===== src/rtl/riscv_multi_fsm_pkg.sv =====
// Shared types and constants for the multicycle RV32I main controller.
// Holds the FSM state encoding, opcode values, ALU control codes and the
// datapath select codes used by the controller and its ALU decoder.
package riscv_multi_pkg;

  // main controller states
  typedef enum logic [3:0] {
    S_FETCH,
    S_DECODE,
    S_MEMADR,
    S_MEMREAD,
    S_MEMWRITE,
    S_MEMWB,
    S_EXECR,
    S_EXECI,
    S_ALUWB,
    S_BRANCH,
    S_JAL,
    S_JALR,
    S_JALWB,
    S_LUI,
    S_AUIPC,
    S_ILLEGAL
  } state_t;

  // RV32I major opcodes handled by this core
  localparam logic [6:0] OP_LOAD   = 7'b0000011;
  localparam logic [6:0] OP_STORE  = 7'b0100011;
  localparam logic [6:0] OP_RTYPE  = 7'b0110011;
  localparam logic [6:0] OP_ITYPE  = 7'b0010011;
  localparam logic [6:0] OP_BRANCH = 7'b1100011;
  localparam logic [6:0] OP_JAL    = 7'b1101111;
  localparam logic [6:0] OP_JALR   = 7'b1100111;
  localparam logic [6:0] OP_LUI    = 7'b0110111;
  localparam logic [6:0] OP_AUIPC  = 7'b0010111;

  // ALU operation codes; codes above ALU_SRA are reserved
  typedef enum logic [3:0] {
    ALU_ADD  = 4'd0,
    ALU_SUB  = 4'd1,
    ALU_AND  = 4'd2,
    ALU_OR   = 4'd3,
    ALU_XOR  = 4'd4,
    ALU_SLT  = 4'd5,
    ALU_SLTU = 4'd6,
    ALU_SLL  = 4'd7,
    ALU_SRL  = 4'd8,
    ALU_SRA  = 4'd9
  } alu_ctrl_t;

  // immediate formats produced by the extender
  typedef enum logic [2:0] {
    IMM_I = 3'd0,
    IMM_S = 3'd1,
    IMM_B = 3'd2,
    IMM_U = 3'd3,
    IMM_J = 3'd4
  } imm_src_t;

  // operation class the FSM asks of the ALU decoder
  typedef enum logic [1:0] {
    ALUOP_ADD   = 2'd0,
    ALUOP_SUB   = 2'd1,
    ALUOP_FUNCT = 2'd2
  } alu_op_t;

  // ALU operand and result multiplexer selects
  localparam logic [1:0] SRCA_PC    = 2'd0;
  localparam logic [1:0] SRCA_OLDPC = 2'd1;
  localparam logic [1:0] SRCA_RS1   = 2'd2;
  localparam logic [1:0] SRCA_ZERO  = 2'd3;

  localparam logic [1:0] SRCB_RS2   = 2'd0;
  localparam logic [1:0] SRCB_IMM   = 2'd1;
  localparam logic [1:0] SRCB_FOUR  = 2'd2;

  localparam logic [1:0] RES_ALUOUT    = 2'd0;
  localparam logic [1:0] RES_DATA      = 2'd1;
  localparam logic [1:0] RES_ALURESULT = 2'd2;

  // branch condition from funct3 and the ALU compare flags
  function automatic logic branch_taken(input logic [2:0] f3, input logic zero,
                                        input logic lt, input logic ltu);
    logic taken;
    case (f3)
      3'b000:  taken = zero;
      3'b001:  taken = !zero;
      3'b100:  taken = lt;
      3'b101:  taken = !lt;
      3'b110:  taken = ltu;
      3'b111:  taken = !ltu;
      default: taken = 1'b0;
    endcase
    return taken;
  endfunction

endpackage


===== src/rtl/riscv_multi_fsm_if.sv =====
// Controller-to-datapath bundle for the multicycle RV32I core: instruction
// fields and ALU flags in, datapath enables/selects and the ready/valid
// memory request out. master = controller side, slave = datapath/memory side.
interface riscv_multi_fsm_if #(parameter int ALUC_W = 4);

  logic [6:0]        op;
  logic [2:0]        funct3;
  logic              funct7b5;
  logic              zero;
  logic              lt;
  logic              ltu;
  logic              mem_ready;

  logic              mem_req;
  logic              MemWrite;
  logic              AdrSrc;
  logic              IRWrite;
  logic              PCWrite;
  logic              RegWrite;
  logic [2:0]        ImmSrc;
  logic [1:0]        ALUSrcA;
  logic [1:0]        ALUSrcB;
  logic [1:0]        ResultSrc;
  logic [ALUC_W-1:0] ALUControl;
  logic              halted;

  modport master (
    input  op, funct3, funct7b5, zero, lt, ltu, mem_ready,
    output mem_req, MemWrite, AdrSrc, IRWrite, PCWrite, RegWrite,
           ImmSrc, ALUSrcA, ALUSrcB, ResultSrc, ALUControl, halted
  );

  modport slave (
    output op, funct3, funct7b5, zero, lt, ltu, mem_ready,
    input  mem_req, MemWrite, AdrSrc, IRWrite, PCWrite, RegWrite,
           ImmSrc, ALUSrcA, ALUSrcB, ResultSrc, ALUControl, halted
  );

endinterface


===== src/rtl/riscv_multi_fsm_alu_dec.sv =====
// ALU decoder: turns the FSM's operation class plus the instruction's
// funct fields into a 4-bit ALU control code. Purely combinational.
import riscv_multi_pkg::*;

module riscv_alu_dec #(
  parameter int ALUC_W = 4
) (
  input  logic [6:0]        op,
  input  logic [2:0]        funct3,
  input  logic              funct7b5,
  input  alu_op_t           alu_op,
  output logic [ALUC_W-1:0] alu_control
);

  alu_ctrl_t ctrl;

  // select the ALU function; subtract on funct3=000 only for R-type with instr[30]
  always_comb begin
    ctrl = ALU_ADD;
    case (alu_op)
      ALUOP_ADD: ctrl = ALU_ADD;
      ALUOP_SUB: ctrl = ALU_SUB;
      ALUOP_FUNCT: begin
        case (funct3)
          3'b000:  ctrl = (op == OP_RTYPE && funct7b5) ? ALU_SUB : ALU_ADD;
          3'b001:  ctrl = ALU_SLL;
          3'b010:  ctrl = ALU_SLT;
          3'b011:  ctrl = ALU_SLTU;
          3'b100:  ctrl = ALU_XOR;
          3'b101:  ctrl = funct7b5 ? ALU_SRA : ALU_SRL;
          3'b110:  ctrl = ALU_OR;
          default: ctrl = ALU_AND;
        endcase
      end
      default: ctrl = ALU_ADD;
    endcase
  end

  assign alu_control = ALUC_W'(ctrl);

endmodule


===== src/rtl/riscv_multi_fsm.sv =====
// Main controller for the multicycle RV32I core: instruction decode plus the
// main FSM driving datapath enables/selects and a ready/valid memory port.
// Optional feature macro: RVM_PERF_CNT_EN adds cycle_cnt/instret_cnt outputs.
// While reset is high every output is held at zero; the FSM restarts in FETCH.
import riscv_multi_pkg::*;

module riscv_multi_fsm #(
  parameter int ALUC_W = 4
`ifdef RVM_PERF_CNT_EN
  ,
  parameter int CNT_W = 32
`endif
) (
  input  logic               clk,
  input  logic               reset,
  riscv_multi_fsm_if.master  bus
`ifdef RVM_PERF_CNT_EN
  ,
  output logic [CNT_W-1:0]   cycle_cnt,
  output logic [CNT_W-1:0]   instret_cnt
`endif
);

  state_t   state;
  state_t   next;
  alu_op_t  alu_op;
  imm_src_t imm_src;

  logic       mem_req;
  logic       mem_write;
  logic       adr_src;
  logic       ir_write;
  logic       pc_write;
  logic       reg_write;
  logic [1:0] src_a;
  logic [1:0] src_b;
  logic [1:0] result_src;
  logic       halted;

  // state register
  always_ff @(posedge clk) begin
    if (reset) state <= S_FETCH;
    else       state <= next;
  end

  // next-state decode and Moore outputs, fetch enables qualified by mem_ready
  always_comb begin
    next       = state;
    alu_op     = ALUOP_ADD;
    imm_src    = IMM_I;
    mem_req    = 1'b0;
    mem_write  = 1'b0;
    adr_src    = 1'b0;
    ir_write   = 1'b0;
    pc_write   = 1'b0;
    reg_write  = 1'b0;
    src_a      = SRCA_PC;
    src_b      = SRCB_RS2;
    result_src = RES_ALUOUT;
    halted     = 1'b0;
    if (!reset) begin
      case (state)
        S_FETCH: begin
          mem_req    = 1'b1;
          src_b      = SRCB_FOUR;
          result_src = RES_ALURESULT;
          if (bus.mem_ready) begin
            ir_write = 1'b1;
            pc_write = 1'b1;
            next     = S_DECODE;
          end
        end
        S_DECODE: begin
          src_a   = SRCA_OLDPC;
          src_b   = SRCB_IMM;
          imm_src = IMM_B;
          case (bus.op)
            OP_LOAD, OP_STORE: next = (bus.funct3 == 3'b010) ? S_MEMADR : S_ILLEGAL;
            OP_RTYPE:          next = S_EXECR;
            OP_ITYPE:          next = S_EXECI;
            OP_BRANCH:         next = (bus.funct3[2:1] == 2'b01) ? S_ILLEGAL : S_BRANCH;
            OP_JAL:            next = S_JAL;
            OP_JALR:           next = (bus.funct3 == 3'b000) ? S_JALR : S_ILLEGAL;
            OP_LUI:            next = S_LUI;
            OP_AUIPC:          next = S_AUIPC;
            default:           next = S_ILLEGAL;
          endcase
        end
        S_MEMADR: begin
          src_a   = SRCA_RS1;
          src_b   = SRCB_IMM;
          imm_src = (bus.op == OP_STORE) ? IMM_S : IMM_I;
          next    = (bus.op == OP_STORE) ? S_MEMWRITE : S_MEMREAD;
        end
        S_MEMREAD: begin
          mem_req = 1'b1;
          adr_src = 1'b1;
          if (bus.mem_ready) next = S_MEMWB;
        end
        S_MEMWRITE: begin
          mem_req   = 1'b1;
          mem_write = 1'b1;
          adr_src   = 1'b1;
          if (bus.mem_ready) next = S_FETCH;
        end
        S_MEMWB: begin
          result_src = RES_DATA;
          reg_write  = 1'b1;
          next       = S_FETCH;
        end
        S_EXECR: begin
          src_a  = SRCA_RS1;
          src_b  = SRCB_RS2;
          alu_op = ALUOP_FUNCT;
          next   = S_ALUWB;
        end
        S_EXECI: begin
          src_a   = SRCA_RS1;
          src_b   = SRCB_IMM;
          imm_src = IMM_I;
          alu_op  = ALUOP_FUNCT;
          next    = S_ALUWB;
        end
        S_ALUWB: begin
          result_src = RES_ALUOUT;
          reg_write  = 1'b1;
          next       = S_FETCH;
        end
        S_BRANCH: begin
          src_a      = SRCA_RS1;
          src_b      = SRCB_RS2;
          alu_op     = ALUOP_SUB;
          result_src = RES_ALUOUT;
          pc_write   = branch_taken(bus.funct3, bus.zero, bus.lt, bus.ltu);
          next       = S_FETCH;
        end
        S_JAL: begin
          src_a      = SRCA_OLDPC;
          src_b      = SRCB_FOUR;
          result_src = RES_ALUOUT;
          pc_write   = 1'b1;
          next       = S_ALUWB;
        end
        S_JALR: begin
          src_a      = SRCA_RS1;
          src_b      = SRCB_IMM;
          imm_src    = IMM_I;
          result_src = RES_ALURESULT;
          pc_write   = 1'b1;
          next       = S_JALWB;
        end
        S_JALWB: begin
          src_a      = SRCA_OLDPC;
          src_b      = SRCB_FOUR;
          result_src = RES_ALURESULT;
          reg_write  = 1'b1;
          next       = S_FETCH;
        end
        S_LUI: begin
          src_a   = SRCA_ZERO;
          src_b   = SRCB_IMM;
          imm_src = IMM_U;
          next    = S_ALUWB;
        end
        S_AUIPC: begin
          src_a   = SRCA_OLDPC;
          src_b   = SRCB_IMM;
          imm_src = IMM_U;
          next    = S_ALUWB;
        end
        S_ILLEGAL: begin
          halted = 1'b1;
          next   = S_ILLEGAL;
        end
        default: next = S_ILLEGAL;
      endcase
    end
  end

  riscv_alu_dec #(.ALUC_W(ALUC_W)) u_alu_dec (
    .op          (bus.op),
    .funct3      (bus.funct3),
    .funct7b5    (bus.funct7b5),
    .alu_op      (alu_op),
    .alu_control (bus.ALUControl)
  );

  assign bus.mem_req   = mem_req;
  assign bus.MemWrite  = mem_write;
  assign bus.AdrSrc    = adr_src;
  assign bus.IRWrite   = ir_write;
  assign bus.PCWrite   = pc_write;
  assign bus.RegWrite  = reg_write;
  assign bus.ImmSrc    = imm_src;
  assign bus.ALUSrcA   = src_a;
  assign bus.ALUSrcB   = src_b;
  assign bus.ResultSrc = result_src;
  assign bus.halted    = halted;

`ifdef RVM_PERF_CNT_EN
  // cycle count while running, retired count on every return to FETCH
  always_ff @(posedge clk) begin
    if (reset) begin
      cycle_cnt   <= '0;
      instret_cnt <= '0;
    end else begin
      if (state != S_ILLEGAL) cycle_cnt <= cycle_cnt + CNT_W'(1);
      if (next == S_FETCH && state != S_FETCH) instret_cnt <= instret_cnt + CNT_W'(1);
    end
  end
`endif

endmodule

===== src/flat_wrapper.sv =====
// flat-port wrapper written by rule: the top's interface ports become plain ports
module riscv_multi_fsm_flat 
#(
  parameter int ALUC_W = 4

)
  (clk, reset, bus_op, bus_funct3, bus_funct7b5, bus_zero, bus_lt, bus_ltu, bus_mem_ready, bus_mem_req, bus_MemWrite, bus_AdrSrc, bus_IRWrite, bus_PCWrite, bus_RegWrite, bus_ImmSrc, bus_ALUSrcA, bus_ALUSrcB, bus_ResultSrc, bus_ALUControl, bus_halted);
  riscv_multi_fsm_if #(.ALUC_W(ALUC_W)) bus_i ();
  input  logic clk;
  input  logic reset;
  input wire logic [$bits(bus_i.op)-1:0] bus_op;
  input wire logic [$bits(bus_i.funct3)-1:0] bus_funct3;
  input wire logic [$bits(bus_i.funct7b5)-1:0] bus_funct7b5;
  input wire logic [$bits(bus_i.zero)-1:0] bus_zero;
  input wire logic [$bits(bus_i.lt)-1:0] bus_lt;
  input wire logic [$bits(bus_i.ltu)-1:0] bus_ltu;
  input wire logic [$bits(bus_i.mem_ready)-1:0] bus_mem_ready;
  output wire logic [$bits(bus_i.mem_req)-1:0] bus_mem_req;
  output wire logic [$bits(bus_i.MemWrite)-1:0] bus_MemWrite;
  output wire logic [$bits(bus_i.AdrSrc)-1:0] bus_AdrSrc;
  output wire logic [$bits(bus_i.IRWrite)-1:0] bus_IRWrite;
  output wire logic [$bits(bus_i.PCWrite)-1:0] bus_PCWrite;
  output wire logic [$bits(bus_i.RegWrite)-1:0] bus_RegWrite;
  output wire logic [$bits(bus_i.ImmSrc)-1:0] bus_ImmSrc;
  output wire logic [$bits(bus_i.ALUSrcA)-1:0] bus_ALUSrcA;
  output wire logic [$bits(bus_i.ALUSrcB)-1:0] bus_ALUSrcB;
  output wire logic [$bits(bus_i.ResultSrc)-1:0] bus_ResultSrc;
  output wire logic [$bits(bus_i.ALUControl)-1:0] bus_ALUControl;
  output wire logic [$bits(bus_i.halted)-1:0] bus_halted;
  assign bus_i.op = bus_op;
  assign bus_i.funct3 = bus_funct3;
  assign bus_i.funct7b5 = bus_funct7b5;
  assign bus_i.zero = bus_zero;
  assign bus_i.lt = bus_lt;
  assign bus_i.ltu = bus_ltu;
  assign bus_i.mem_ready = bus_mem_ready;
  assign bus_mem_req = bus_i.mem_req;
  assign bus_MemWrite = bus_i.MemWrite;
  assign bus_AdrSrc = bus_i.AdrSrc;
  assign bus_IRWrite = bus_i.IRWrite;
  assign bus_PCWrite = bus_i.PCWrite;
  assign bus_RegWrite = bus_i.RegWrite;
  assign bus_ImmSrc = bus_i.ImmSrc;
  assign bus_ALUSrcA = bus_i.ALUSrcA;
  assign bus_ALUSrcB = bus_i.ALUSrcB;
  assign bus_ResultSrc = bus_i.ResultSrc;
  assign bus_ALUControl = bus_i.ALUControl;
  assign bus_halted = bus_i.halted;
  riscv_multi_fsm #(.ALUC_W(ALUC_W)) u_core (.clk(clk), .reset(reset), .bus(bus_i));
endmodule

===== config.mk =====
export PLATFORM = sky130hd
export DESIGN_NAME = riscv_multi_fsm_flat
export DESIGN_NICKNAME = d
export VERILOG_FILES = /design/src/rtl/riscv_multi_fsm_pkg.sv /design/src/rtl/riscv_multi_fsm_if.sv /design/src/rtl/riscv_multi_fsm_alu_dec.sv /design/src/rtl/riscv_multi_fsm.sv /design/src/flat_wrapper.sv
export SDC_FILE = /design/constraint.sdc
export NUM_CORES = 1
export LEC_CHECK = 0
export CAP_MARGIN = 40
export CORE_MARGIN = 4
export CORE_UTILIZATION = 40
export DETAILED_ROUTE_END_ITERATION = 6
export PLACE_DENSITY = 0.77
export SETUP_SLACK_MARGIN = 0.1
export SLEW_MARGIN = 10
export SYNTH_ARGS = -nofsm -noshare
export SYNTH_HDL_FRONTEND = slang
export SYNTH_SLANG_ARGS = --single-unit
export TNS_END_PERCENT = 100

===== constraint.sdc =====
create_clock -name clk -period 2.6 [get_ports clk]
set_input_delay 0.52 -clock clk [delete_from_list [all_inputs] [get_ports clk]]
set_output_delay 0.52 -clock clk [all_outputs]
set_load 0.005 [all_outputs]

==> metrics.csv, run 1 <==
stage,metric,value,unit
die,Top Ports,37,
global_route,vias in the first global route,1237,
sta,max-slew violation count,0,
die,Die Y,58.4,µm
die,Die X,58.4,µm
sta,Fin. Hold Viols,0,
placed_design,GPL Wtd Cong,0.927,
sta,clock skew,5.38,ps
global_route,first-pass GRT wire length,5.43,mm
clocking,CTS tree,built,
sta,final setup vio count,0,
drt,initial drt markers,61,
synthesis,Mapped Nets,175,
sta,"Min Clock Period, post-route",2450,ps
synthesis,Main synth FF type,dfxtp_1,
setup_path,kind of start point of the critical path,input port,
sta,RSZ-0062 raised after global routing,yes,
setup_path,"Slowest-stage cell, CP",clkdlybuf4s50_1,
clocking,"Reg clk slew, reported paths",40,ps
clocking,Hold Buf Count CTS,0,
setup_path,Max Fanout on Critical Path,8,
die,# rows,17,
final_layout,post-layout util,68.8,%
hold_path,Worst Hold Class,register to register,
setup_path,crit-path cells,"clkdlybuf4s50_1, or3_1, and4b_1, clkdlybuf4s15_2",
synthesis,Syn. warnings,0,
final_layout,area grow syn2layout,57.1,%
placed_design,Post-Place Worst Slack,-552,ps
clocking,Clock Path Buffers,2,
final_layout,Largest register FFs,4,
synthesis,instance count of the mapped netlist,156,
sta,fin crit share,94.3,%
final_layout,layout cells sized above 1,27.1,%
synthesis,Post-synth EDFFs,0,
synthesis,Synth Area per Inst,6.50,µm²
global_route,gr ovfl total,0,
final_layout,Largest regs,u_core.state: 4 flops,
die,DIE AREA,3410,µm²
placed_design,DPL Wire Length,2.56,mm
synthesis,"FF+latch count, synth",4,
global_route,gr usage total,19.4,%
final_layout,antenna cells,0,
setup_path,Setup CP Type,input port to output pin,
setup_path,critical path data required time,2080,ps
sta,Max Clk Rate,408,MHz
clocking,Clock Latency Late Sink,230,ps
final_layout,finished layout cell area,1590,µm²
drt,per-cell routed wire length,14.1,µm
drt,"wirelength, routed",3.32,mm
drt,via count,1393,
placed_design,port bufs,35,
final_layout,"commonest non-fill, non-tap cell in the layout",buf_4,
power,maximum vdd drop,0.537,mV
die,Starting Density,43.8,%
die,floorplan core area,2320,µm²
synthesis,cell area after synthesis,1010,µm²
setup_path,Worst path max stage delay,570,ps
global_route,largest net degree at the start of global routing,20,
placed_design,dpl cell area,1480,µm²
sta,setup ws final,148,ps
clocking,H-tree levels,1,
setup_path,Critical Path AT,1930,ps
clocking,clock sinks,4,
setup_path,Critical Path End Type,output pin,
clocking,root buf cell,clkbuf_4,
drt,first-pass iteration count of the detailed router,4,
synthesis,"Seq/Total Area, Yosys",7.89,%
run,max_cap viols,0,
synthesis,Yosys cell types,53,
global_route,initial antenna violation count,0,
run_status,status,"finished, final reports clean",
drt,Vias/cell,5.93,
final_layout,Final #Nets,228,
final_layout,"commonest non-fill, non-tap cells in the layout","26 x buf_4, 20 x clkdlybuf4s50_1, 17 x nor2_1",
drt,DRC viols,0,
drt,"antenna viol nets, final",0,
synthesis,ys async rst share,0,%
power,Static Leak,0.693,nW
clocking,Inserted Clock Buffers,3,
power,Power Density,687,nW/µm²
final_layout,most flop-heavy register,u_core.state,
[critical path: cells and delay by family]
family / cells / cell delay (ps)
buf+inv: 2 / 780
simple gates: 2 / 640
[final timing paths]
check                                     from  depth (start not counted)                            to  slack, ps
hold reg to reg   u_core.state[3]$_SDFFE_PP0P_                          3  u_core.state[3]$_SDFFE_PP0P_        770
hold / removal    u_core.state[3]$_SDFFE_PP0P_                          3  u_core.state[3]$_SDFFE_PP0P_        770
setup / recovery                 bus_funct3[1]                          4             bus_ALUControl[2]        150
setup reg to reg  u_core.state[0]$_SDFFE_PP0P_                          4  u_core.state[0]$_SDFFE_PP0P_       1160
[metrics by stage]
stage | std cells | total power, mW | hold WS (ps) | TNS, ps
after floorplan | 156 | 0.634 | 588 | 0
after global placement | 228 | 0.936 | 734 | -2480
after detailed placement | 228 | 0.964 | 739 | -2730
after CTS | 233 | 1.06 | 753 | 0
after global routing | 235 | 1.18 | 796 | 0
final | 235 | 1.09 | 770 | 0
[cell usage after synthesis (all sizes together) (2+ instances only)]
library cell  instances  area (µm²)
o31ai                 3        22.5
nor4                  2        12.5
or4                   3        22.5
nand3                 3        15.0
o21bai                2        15.0
nand3b                3        22.5
mux2i                 2        20.0
nor3                 13        65.1
o22ai                 2        12.5
ha                    2        25.0
o221ai                2        17.5
clkbuf                9        63.8
nand2b                5        31.3
or3b                  2        20.0
xnor2                 2        17.5
nor2b                 5        31.3
and3                  3        18.8
buf                   7        43.8
nor2                 19        71.3
a221oi                2        17.5
xor2                  3        26.3
or3                   5        33.8
inv                   5        18.8
nand2                12        45.0
o21ai                 3        15.0
a21oi                12        60.1
dfxtp                 4        80.1
a21o                  2        15.0
a21boi                2        18.8
[timing repair]
action,in CTS,in global routing
cloned,0,0
buffers inserted,2,2
pin swaps,8,6
endpoints found under the setup margin,15,7
gates resized for setup,30,13
[layout make-up]
class | count | area [µm²]
Clock buffer | 3 | 22.5
Fill cell | 207 | 724
Inverter | 5 | 18.8
Multi-Input combinational cell | 131 | 878
Sequential cell | 4 | 80.1
Tap cell | 28 | 35.0
Timing Repair Buffer | 64 | 559
[layer usage]
metal	GRT usage [%]	vias to the layer above	wire length, µm
li1	-	676	-
met1	23.4	649	1260
met2	36.4	64	1750
met3	1.32	4	270
met4	5.96	0	36
met5	0	-	0
[report_power, final]
part	switching, mW	leakage (nW)	total [mW]	internal, mW
Combinational	0.455	0.647	0.913	0.458
Clock	0.0210	0.0138	0.0723	0.0513
Sequential	0.0198	0.0330	0.110	0.0898
[logic make-up after synthesis]
kind of cell               after synthesis  share of synthesized area [%]
AOI/OAI and AO/OA                       39                           26.8
xor gates and xnor gates                 5                           4.32
adders and majority gates                2                           2.47
buffers and inverters                   21                           12.5
DFF                                      4                           7.89
muxes                                    2                           1.97
other                                    1                          0.370
and+or+nand+nor                         82                           43.8
No activity file was read; power rests on OpenSTA's default activity.
==> inputs of run 2 (changes only) <==
--- a/config.mk
+++ b/config.mk
@@ -8,6 +8,7 @@
 export CAP_MARGIN = 40
 export CORE_MARGIN = 4
 export CORE_UTILIZATION = 40
+export CTS_CLUSTER_SIZE = 8
 export DETAILED_ROUTE_END_ITERATION = 6
 export PLACE_DENSITY = 0.77
 export SETUP_SLACK_MARGIN = 0.1
==> results of run 2 <==
No change in the layout: final DEF, timing and power equal those of run 1.
